`config.mk`:
```
export PLATFORM = sky130hd
export DESIGN_NAME = led_pattern_blinker_flat
export DESIGN_NICKNAME = d
export VERILOG_FILES = /design/src/rtl/led_pattern_blinker_pkg.sv /design/src/rtl/led_pattern_blinker_if.sv /design/src/rtl/led_pattern_blinker_prescaler.sv /design/src/rtl/led_pattern_blinker.sv /design/src/flat_wrapper.sv
export SDC_FILE = /design/constraint.sdc
export NUM_CORES = 1
export LEC_CHECK = 0
export ABC_AREA = 1
export BUFFER_PORTS_ARGS = -buffer_cell sky130_fd_sc_hd__buf_2
export CELL_PAD_IN_SITES_DETAIL_PLACEMENT = 0
export CELL_PAD_IN_SITES_GLOBAL_PLACEMENT = 1
export CORE_UTILIZATION = 48
export DETAILED_ROUTE_END_ITERATION = 7
export PLACE_DENSITY_LB_ADDON = 0.1
export SLEW_MARGIN = 15
export SYNTH_ARGS = -nofsm -noshare
export SYNTH_HDL_FRONTEND = slang
export SYNTH_SLANG_ARGS = --single-unit
export TNS_END_PERCENT = 100
```
`constraint.sdc`:
```
create_clock -name hwclk -period 4.77 [get_ports hwclk]
set_input_delay 0.477 -clock hwclk [delete_from_list [all_inputs] [get_ports hwclk]]
set_output_delay 0.477 -clock hwclk [all_outputs]
set_load 0.05 [all_outputs]
```
`src/rtl/led_pattern_blinker_pkg.sv`:
```
// Shared types and the blink pattern table for the LED pattern blinker.
// Table entries are in prescaler ticks; a COUNT of 0 means run until abort or retrigger.
package blink_pkg;

  typedef enum logic [1:0] {
    StIdle,
    StOn,
    StOff
  } blink_state_t;

  typedef enum logic [1:0] {
    PatError,
    PatSuccess,
    PatAck,
    PatHeartbeat
  } pattern_t;

  localparam int unsigned ON    [4] = '{5000, 2000, 1000, 500};
  localparam int unsigned OFF   [4] = '{10000, 2000, 1000, 9500};
  localparam int unsigned COUNT [4] = '{3, 5, 1, 0};

endpackage

```
`src/rtl/led_pattern_blinker_if.sv`:
```
// Request/status bundle between the lock controller and the LED pattern blinker.
interface led_pattern_blinker_if #(
  parameter int unsigned NUM_LEDS = 4
) ();

  logic                start;
  logic [1:0]          pattern_sel;
  logic [NUM_LEDS-1:0] led_mask;
  logic                abort;
  logic [NUM_LEDS-1:0] leds;
  logic                busy;
  logic                done;

  modport master (
    output start, pattern_sel, led_mask, abort,
    input  leds, busy, done
  );

  modport slave (
    input  start, pattern_sel, led_mask, abort,
    output leds, busy, done
  );

endinterface

```
`src/rtl/led_pattern_blinker_prescaler.sv`:
```
// Tick generator: one-cycle tick every TICK_DIV cycles, restarted whenever clr is high.
module blink_prescaler #(
  parameter int unsigned TICK_DIV = 1200
) (
  input  logic hwclk,
  input  logic rst_n,
  input  logic clr,
  output logic tick
);

  localparam int unsigned CntW = (TICK_DIV > 1) ? $clog2(TICK_DIV) : 1;
  localparam logic [CntW-1:0] CntMax = CntW'(TICK_DIV - 1);

  logic [CntW-1:0] cnt_q;

  // Suppressed while clearing so a restart never sees a stale tick.
  assign tick = !clr && (cnt_q == CntMax);

  always_ff @(posedge hwclk or negedge rst_n) begin
    if (!rst_n) begin
      cnt_q <= '0;
    end else if (clr || (cnt_q == CntMax)) begin
      cnt_q <= '0;
    end else begin
      cnt_q <= cnt_q + 1'b1;
    end
  end

endmodule

```
`src/rtl/led_pattern_blinker.sv`:
```
// Multi-channel LED pattern generator: timed ON/OFF phases over a latched mask,
// finite or continuous, with retrigger, abort and a one-cycle done pulse.
module led_pattern_blinker
  import blink_pkg::*;
#(
  parameter int unsigned NUM_LEDS = 4,
  parameter int unsigned TICK_DIV = 1200,
  parameter int unsigned TIMER_W  = 16,
  parameter int unsigned CNT_W    = 4
) (
  input  logic hwclk,
  input  logic rst_n,
  led_pattern_blinker_if.slave bus
);

  blink_state_t        state_q;
  pattern_t            pat_q;
  logic [NUM_LEDS-1:0] mask_q;
  logic [TIMER_W-1:0]  timer_q;
  logic [CNT_W-1:0]    remaining_q;
  logic [NUM_LEDS-1:0] leds_q;
  logic                busy_q;
  logic                done_q;

  logic               start_go;
  logic               clr;
  logic               tick;
  logic [TIMER_W-1:0] phase_end;
  logic               phase_done;

  // Abort always beats a simultaneous start, even in idle.
  assign start_go = bus.start && !bus.abort;
  assign clr      = (state_q == StIdle) || start_go;

  blink_prescaler #(
    .TICK_DIV (TICK_DIV)
  ) u_prescaler (
    .hwclk (hwclk),
    .rst_n (rst_n),
    .clr   (clr),
    .tick  (tick)
  );

  always_comb begin
    phase_end = '0;
    if (state_q == StOn) begin
      phase_end = TIMER_W'(ON[pat_q] - 1);
    end else if (state_q == StOff) begin
      phase_end = TIMER_W'(OFF[pat_q] - 1);
    end
  end

  assign phase_done = tick && (timer_q == phase_end);

  always_ff @(posedge hwclk or negedge rst_n) begin
    if (!rst_n) begin
      state_q     <= StIdle;
      pat_q       <= PatError;
      mask_q      <= '0;
      timer_q     <= '0;
      remaining_q <= '0;
      leds_q      <= '0;
      busy_q      <= 1'b0;
      done_q      <= 1'b0;
    end else begin
      done_q <= 1'b0;
      if (bus.abort && (state_q != StIdle)) begin
        state_q     <= StIdle;
        timer_q     <= '0;
        remaining_q <= '0;
        leds_q      <= '0;
        busy_q      <= 1'b0;
      end else if (start_go) begin
        state_q     <= StOn;
        pat_q       <= pattern_t'(bus.pattern_sel);
        mask_q      <= bus.led_mask;
        remaining_q <= CNT_W'(COUNT[bus.pattern_sel]);
        timer_q     <= '0;
        leds_q      <= bus.led_mask;
        busy_q      <= 1'b1;
      end else begin
        unique case (state_q)
          StIdle: begin
            timer_q <= '0;
          end
          StOn: begin
            if (phase_done) begin
              timer_q <= '0;
              state_q <= StOff;
              leds_q  <= '0;
            end else if (tick) begin
              timer_q <= timer_q + 1'b1;
            end
          end
          StOff: begin
            if (phase_done) begin
              timer_q <= '0;
              if (remaining_q == '0) begin
                state_q <= StOn;
                leds_q  <= mask_q;
              end else if (remaining_q == CNT_W'(1)) begin
                state_q     <= StIdle;
                remaining_q <= '0;
                busy_q      <= 1'b0;
                done_q      <= 1'b1;
              end else begin
                remaining_q <= remaining_q - 1'b1;
                state_q     <= StOn;
                leds_q      <= mask_q;
              end
            end else if (tick) begin
              timer_q <= timer_q + 1'b1;
            end
          end
          default: begin
            state_q <= StIdle;
          end
        endcase
      end
    end
  end

  assign bus.leds = leds_q;
  assign bus.busy = busy_q;
  assign bus.done = done_q;

endmodule

```
`src/flat_wrapper.sv`:
```
// flat-port wrapper written by rule: the top's interface ports become plain ports
module led_pattern_blinker_flat import blink_pkg::*;
#(
  parameter int unsigned NUM_LEDS = 4,
  parameter int unsigned TICK_DIV = 1200,
  parameter int unsigned TIMER_W  = 16,
  parameter int unsigned CNT_W    = 4
)
  (hwclk, rst_n, bus_start, bus_pattern_sel, bus_led_mask, bus_abort, bus_leds, bus_busy, bus_done);
  led_pattern_blinker_if #(.NUM_LEDS(NUM_LEDS)) bus_i ();
  input  logic hwclk;
  input  logic rst_n;
  input wire logic [$bits(bus_i.start)-1:0] bus_start;
  input wire logic [$bits(bus_i.pattern_sel)-1:0] bus_pattern_sel;
  input wire logic [$bits(bus_i.led_mask)-1:0] bus_led_mask;
  input wire logic [$bits(bus_i.abort)-1:0] bus_abort;
  output wire logic [$bits(bus_i.leds)-1:0] bus_leds;
  output wire logic [$bits(bus_i.busy)-1:0] bus_busy;
  output wire logic [$bits(bus_i.done)-1:0] bus_done;
  assign bus_i.start = bus_start;
  assign bus_i.pattern_sel = bus_pattern_sel;
  assign bus_i.led_mask = bus_led_mask;
  assign bus_i.abort = bus_abort;
  assign bus_leds = bus_i.leds;
  assign bus_busy = bus_i.busy;
  assign bus_done = bus_i.done;
  led_pattern_blinker #(.NUM_LEDS(NUM_LEDS), .TICK_DIV(TICK_DIV), .TIMER_W(TIMER_W), .CNT_W(CNT_W)) u_core (.hwclk(hwclk), .rst_n(rst_n), .bus(bus_i));
endmodule
```
# [Word level (Yosys, flattened, before mapping)]
# Cells that the tools add are included.
[classes] n_addsub=5 magnitude_cmp=2 n_eq_ne=11 n_mux=49 bitwise_logic=3 reduce_logical=23
[ops] cell="binary-select mux 32 bit (select 2 bit)" count=3
[ops] cell="two-way mux 16 bit" count=10
[ops] cell="two-way mux 4 bit" count=14
[ops] cell="case mux 16 bit (2 select lines)" count=1
[ops] cell="subtractor 16 x 1 -> 16 bit (second input constant)" count=2
[ops] cell="adder 16 x 1 -> 16 bit (second input constant)" count=1
[ops] cell="== test 16 bit" count=1
[ops] cell="two-way mux 1 bit" count=13
[ops] cell="adder 11 x 1 -> 11 bit (second input constant)" count=1
[ops] cell="== test 11 bit (second input constant)" count=1
[ops] cell="two-way mux 11 bit" count=1
[ops] cell="two-way mux 2 bit" count=5
[ops] cell="nonzero test 3 bit" count=3
[ops] cell="!= test 4 x 2 -> 1 bit (second input constant)" count=2
[ops] cell="case mux 4 bit (2 select lines)" count=1
[ops] cell="AND reduction 4 bit" count=2
[ops] cell="nonzero test 4 bit" count=2
[ops] cell="greater-or-equal comparator 3 bit (second input constant)" count=2
[ops] cell="inverter 2 -> 3 bit" count=2
[ops] cell="case mux 2 bit (3 select lines)" count=1
[ops] cell="AND reduction 3 bit" count=2
[ops] cell="!= test 5 x 1 -> 1 bit (second input constant)" count=1
[ops] cell="!= test 5 x 4 -> 1 bit (second input constant)" count=1
[ops] cell="== test 4 x 1 -> 1 bit (second input constant)" count=1
[ops] cell="other kinds (14)" count=20
[totals] ff_bits=45 out_inout_bits=6 wordCells=102

# [Longest topological paths before layout]
[depth] depth_word=13 ltp_mapped=16

# [By module]
# A second synthesis with hierarchy kept.
[unflattened] hier_cells=449 area_unflattened_um2=3135.5
[modules_own_cells] mod="led_pattern_blinker" instances=1 cells_each=371 area_per_inst_um2=2521.2 seq_area_each_um2=850.8
[modules_own_cells] mod="blink_prescaler" instances=1 cells_each=78 area_per_inst_um2=614.3 seq_area_each_um2=275.3

# [Least setup slack after synthesis]
# Ideal clock, no wire load.
[synth_path] path_kind="reg2reg" start="reg u_core.state_q[1]" end="reg u_core.timer_q[10]" setup_time_ns=0.118 arrival_time_ns=1.831 required_ns=4.652 slack_ns=2.821 stages_incl_launch_ff=14 n_path_buf=1 period_less_slack_ns=1.949 cell_sequence="dfrtp_1 inv_1 ha_1 inv_2 or2_1 nand3_1 nand3_1 nor2_1 nand3_2 nand2_4 inv_2 buf_6 nand3b_1 nand2_1"
[synth_between] elab_chain_len=9 word_cells_on_any_way=20 cone_classes="eq/ne: 4; mux: 6; reduce/logical: 10"
[synth_lines] element="from (decl)" line="led_pattern_blinker.sv:16" rtl="blink_state_t state_q;"
[synth_lines] element="from (signal assigned)" line="led_pattern_blinker.sv:57" rtl="state_q <= StIdle;"
[synth_lines] element="from (signal assigned)" line="led_pattern_blinker.sv:68" rtl="state_q <= StIdle;"
[synth_lines] element="from (signal assigned)" line="led_pattern_blinker.sv:74" rtl="state_q <= StOn;"
[synth_lines] element="== test 2 bit or logical NOT 2 bit (tied branches)" line="led_pattern_blinker.sv:48, led_pattern_blinker.sv:82, led_pattern_blinker.sv:33"
[synth_lines] element="two-way mux 16 bit or logical OR 1 bit (tied branches)" line="led_pattern_blinker.sv:48, led_pattern_blinker.sv:33"
[synth_lines] element="two-way mux 16 bit or logical NOT 1 bit (tied branches)" line="led_pattern_blinker.sv:46, led_pattern_blinker_prescaler.sv:17"
[synth_lines] element="== test 16 bit or logical AND 1 bit (tied branches)" line="led_pattern_blinker.sv:53, led_pattern_blinker_prescaler.sv:17"
[synth_lines] element="logical AND 1 bit" line="led_pattern_blinker.sv:53" rtl="assign phase_done = tick && (timer_q == phase_end);"
[synth_lines] element="two-way mux 16 bit" line="led_pattern_blinker.sv:96" rtl="if (phase_done) begin"
[synth_lines] element="case mux 16 bit (2 select lines)" line="led_pattern_blinker.sv:82" rtl="unique case (state_q)"
[synth_lines] element="two-way mux 16 bit" line="led_pattern_blinker.sv:73" rtl="end else if (start_go) begin"
[synth_lines] element="two-way mux 16 bit" line="led_pattern_blinker.sv:67" rtl="if (bus.abort && (state_q != StIdle)) begin"
[synth_lines] element="to (signal assigned)" line="led_pattern_blinker.sv:92" rtl="timer_q <= timer_q + 1'b1;"
[synth_lines] element="to (signal assigned)" line="led_pattern_blinker.sv:112" rtl="timer_q <= timer_q + 1'b1;"
[synth_lines] element="to (decl)" line="led_pattern_blinker.sv:19" rtl="logic [TIMER_W-1:0] timer_q;"
# Parallel ways exist; a longest one is shown, timed or not.
# A chain may end at the register's enable or synchronous reset.

# [Worst setup path after layout]
[layout_path] start="reg u_core.state_q[0]" end="reg u_core.leds_q[1] (netlist: u_core.bus.leds[1])"
[layout_between] elab_chain_len=7 word_cells_on_any_way=20 cone_classes="eq/ne: 6; mux: 5; reduce/logical: 9"
[layout_lines] element="== test 2 bit or logical NOT 2 bit (tied branches)" line="led_pattern_blinker.sv:48, led_pattern_blinker.sv:82, led_pattern_blinker.sv:33"
[layout_lines] element="two-way mux 16 bit or logical OR 1 bit (tied branches)" line="led_pattern_blinker.sv:48, led_pattern_blinker.sv:33"
[layout_lines] element="two-way mux 16 bit or logical NOT 1 bit (tied branches)" line="led_pattern_blinker.sv:46, led_pattern_blinker_prescaler.sv:17"
[layout_lines] element="== test 16 bit or logical AND 1 bit (tied branches)" line="led_pattern_blinker.sv:53, led_pattern_blinker_prescaler.sv:17"
[layout_lines] element="logical AND 1 bit" line="led_pattern_blinker.sv:53"
[layout_lines] element="!= test 4 x 2 -> 1 bit (no source line)"
[layout_lines] element="AND reduction 4 bit (no source line)"
[layout_lines] element="to (signal assigned)" line="led_pattern_blinker.sv:79" rtl="leds_q <= bus.led_mask;"
[layout_lines] element="to (signal assigned)" line="led_pattern_blinker.sv:100" rtl="leds_q <= mask_q;"
[layout_lines] element="to (signal assigned)" line="led_pattern_blinker.sv:109" rtl="leds_q <= mask_q;"
[layout_lines] element="to (decl)" line="led_pattern_blinker.sv:21" rtl="logic [NUM_LEDS-1:0] leds_q;"
# Parallel ways exist; a longest one is shown, timed or not.

==> results_dict.tcl <==
set metrics [dict create \
    fin_skew_ns 0.005866 \
    use_met1_pct 31.95 \
    period_share_pct 49.52 \
    htreeDepth 2 \
    top_usage_layer "met2" \
    p_int_mw 0.6911 \
    worstPathArrival_ns 2.57 \
    cts_hold_buffers 0 \
    min_period_ns 2.362 \
    num_rows 28 \
    cts.sinks 45 \
    layout_commonest_cell "nand2_1" \
    finalInstanceArea_sq_mm 0.003192 \
    hold_path_class "input port to async pin" \
    clkPwrFrac_pct 18.7 \
    cp-end-kind "flop" \
    leakage_nw 1.595 \
    grt_use_met2_pct 38.05 \
    fin_nets 455 \
    rsz0062_at_grt "no" \
    drive_gt1_share_pct 8.140 \
    synth.ff_latch_count 45 \
    met3_usage_pct 3.977 \
    wl_per_cell_um 13.70 \
    dpl.hpwl_um 5095 \
    combPwrFrac_pct 44.0 \
    clk_latency_ns 0.30 \
    cts_root_buf "clkbuf_8" \
    grt_pass1_vias 2472 \
    critPathKind "flop to flop" \
    coreArea_sq_mm 0.005956 \
    drt-vias-per-instance 5.287 \
    gr-usage-all-layers_pct 23.40 \
    drc 0 \
    area_delta_synth_final_pct 7.592 \
    routabilityCongestion 0.8608 \
    clkTransAtPathRegs_ns 0.09 \
    synth_nets 439 \
    ff2ff_path_depth 9 \
    synth-seq-area-share_pct 37.96 \
    crit_chain "inv_1, ha_1, or2_2, nand2_1, inv_1, a31oi_1, nand2_1, nand2_1, nand2_1" \
    grt_max_degree 46 \
    antenna_found_initial 0 \
    peakVddDrop_mv 0.3152 \
    power_switching_mw 0.5828 \
    diodes 0 \
    tightest_slew_ns 0.9405 \
    via_count 2670 \
    cts_tree "yes" \
    die_area_sq_mm 0.006499 \
    cts_resized 0 \
    postSynthAreaPerCell_sq_um 7.183 \
    crit_path_max_incr_delay_ns 0.46 \
    setup_violations 0 \
    cp-start-kind "flop" \
    switching_share_pct 45.75 \
    cp_max_fo 6 \
    drv_cap 0 \
    cts.path.max_buffers 2 \
    power_density_mw_per_mm2 399.1 \
    required_ns 4.97 \
    synth_edf_count 0 \
    async_reset_ff_share_pct 100.0 \
    fmax_mhz 423.3 \
    overflow 0 \
    cp_slowest_cell "a31oi_1" \
    status "finished clean" \
    io_buffer_count 15 \
    relSlewSlack_pct 37.07 \
    synth.distinct_cells 33 \
    worst_slack_ns 2.408 \
    syn_area_sq_mm 0.002967 \
    postRouteAntennaNets 0 \
    layout_common_cells "nand2_1 (130), dfrtp_1 (45), inv_1 (40), nand3_1 (40), nor2_1 (38)" \
    pwr-share-seq_pct 37.3 \
    start_util_pct 49.81 \
    fp.dieW_um 80.62 \
    synth-main-ff-cell "dfrtp_1" \
    crit_top_cell "nand2_1" \
    final_max_slew_viol_count 0 \
    post_dp_cell_area_sq_mm 0.003103 \
    dp_worst_setup_slack_ns 2.318 \
    grt_first_pass_wirelength_um 11650 \
    cts_buffers 5 \
    routed_wl_um 6920 \
    die_height_um 80.62 \
    drt-pass1-iter-count 4 \
    dr.first_iter.drc_count 154 \
    synthCells 413 \
    fin_setup_tns_ns 0 \
    cts_setup_buffers 0 \
    ios 16 \
    ys.warnings.count 0 \
    finalHoldViolCount 0 \
]
[Yosys cell counts, drive strengths merged, types with 2 or more instances]
master  count  area share [%]
clkbuf      2            0.25
a31oi       3            0.63
nand3b     12             3.0
nor3b       5             1.3
nor2       39             5.0
ha         16             6.7
or2         3            0.63
o21ai      13             2.2
o21bai      2            0.51
nand3      42             7.4
dfrtp      45              38
a21oi      10             1.7
buf         4            0.84
inv        44             5.6
nand4      10             2.1
xor2        9             2.7
nand2     133              17
o31ai       2            0.51
nor4        2            0.42
nor3       13             2.2
[cell families after synthesis]
group           after synthesis  share of synthesized area [%]
fa+ha+maj                    16                          6.748
buf+inv                      51                          6.790
xor+xnor                      9                          2.657
simple gates                259                          39.52
flops                        45                          37.96
compound gates               33                          6.326
[metrics by stage]
step,hold slack (ns),power [mW],cells,util (%)
after global routing,0.2205,1.379,505,53.59
after global placement,0.4508,1.039,497,52.10
after floorplan,0.1814,0.9084,413,-
after detailed placement,0.4540,1.040,497,52.10
final,0.1647,1.274,505,53.59
after CTS,0.3836,1.279,505,53.55
[critical path, delay by kind of cell, from the launching register on]
kind / cells / cell delay [ns]
AND/OR/NAND/NOR: 5 / 0.82
AO/OA/AOI/OAI: 1 / 0.46
flip-flops: 1 / 0.45
buffers and inverters: 2 / 0.28
adder cells (fa/ha/maj): 1 / 0.25
[power groups by stage]
stage	clock, mW	sequential [mW]	combinational (mW)
6_report	0.239	0.475	0.560
5_1_grt	0.259	0.485	0.635
4_1_cts	0.243	0.475	0.561
3_5_place_dp	0	0.482	0.558
3_3_place_gp	0	0.481	0.558
2_1_floorplan	0	0.546	0.363
[routing by layer]
layer  up-vias  part of all wire (%)  wire (um)
li1       1374                     -          -
met5         -                     0          0
met2        51                    46       3154
met1      1239                    49       3413
met3         6                   4.1        285
met4         0                  0.97         67
[path summary, 6_finish.rpt]
kind	startpoint	to	slack, ns
setup / recovery	u_core.state_q[0]$_DFFE_PN0P_	u_core.bus.leds[1]$_DFFE_PN0P_	2.41
min in group hwclk	bus_led_mask[3]	u_core.mask_q[3]$_DFFE_PN0P_	0.39
hold / removal	rst_n	u_core.u_prescaler.cnt_q[5]$_DFF_PN0_	0.16
hold reg to reg	u_core.u_prescaler.cnt_q[0]$_DFF_PN0_	u_core.u_prescaler.cnt_q[0]$_DFF_PN0_	0.47
max in group asynchronous	rst_n	u_core.timer_q[12]$_DFFE_PN0P_	4.21
setup reg to reg	u_core.state_q[0]$_DFFE_PN0P_	u_core.bus.leds[1]$_DFFE_PN0P_	2.41
[flip-flops by register name, indices dropped and copies added (netlist names)]
name and cells:
u_core.bus.leds 4, u_core.bus.done 1, u_core.mask_q 4, u_core.pat_q 2, u_core.timer_q 16, u_core.u_prescaler.cnt_q 11, u_core.bus.busy 1, u_core.remaining_q 4
u_core.state_q 2
[layout make-up]
type | count | area, sq um
Timing Repair Buffer | 15 | 77.57
Clock buffer | 5 | 68.82
Clock inverter | 3 | 17.52
Tap cell | 75 | 93.84
Sequential cell | 45 | 1126
Inverter | 45 | 168.9
Fill cell | 608 | 2764
Multi-Input combinational cell | 317 | 1639
Power figures use the tool's default switching activity.
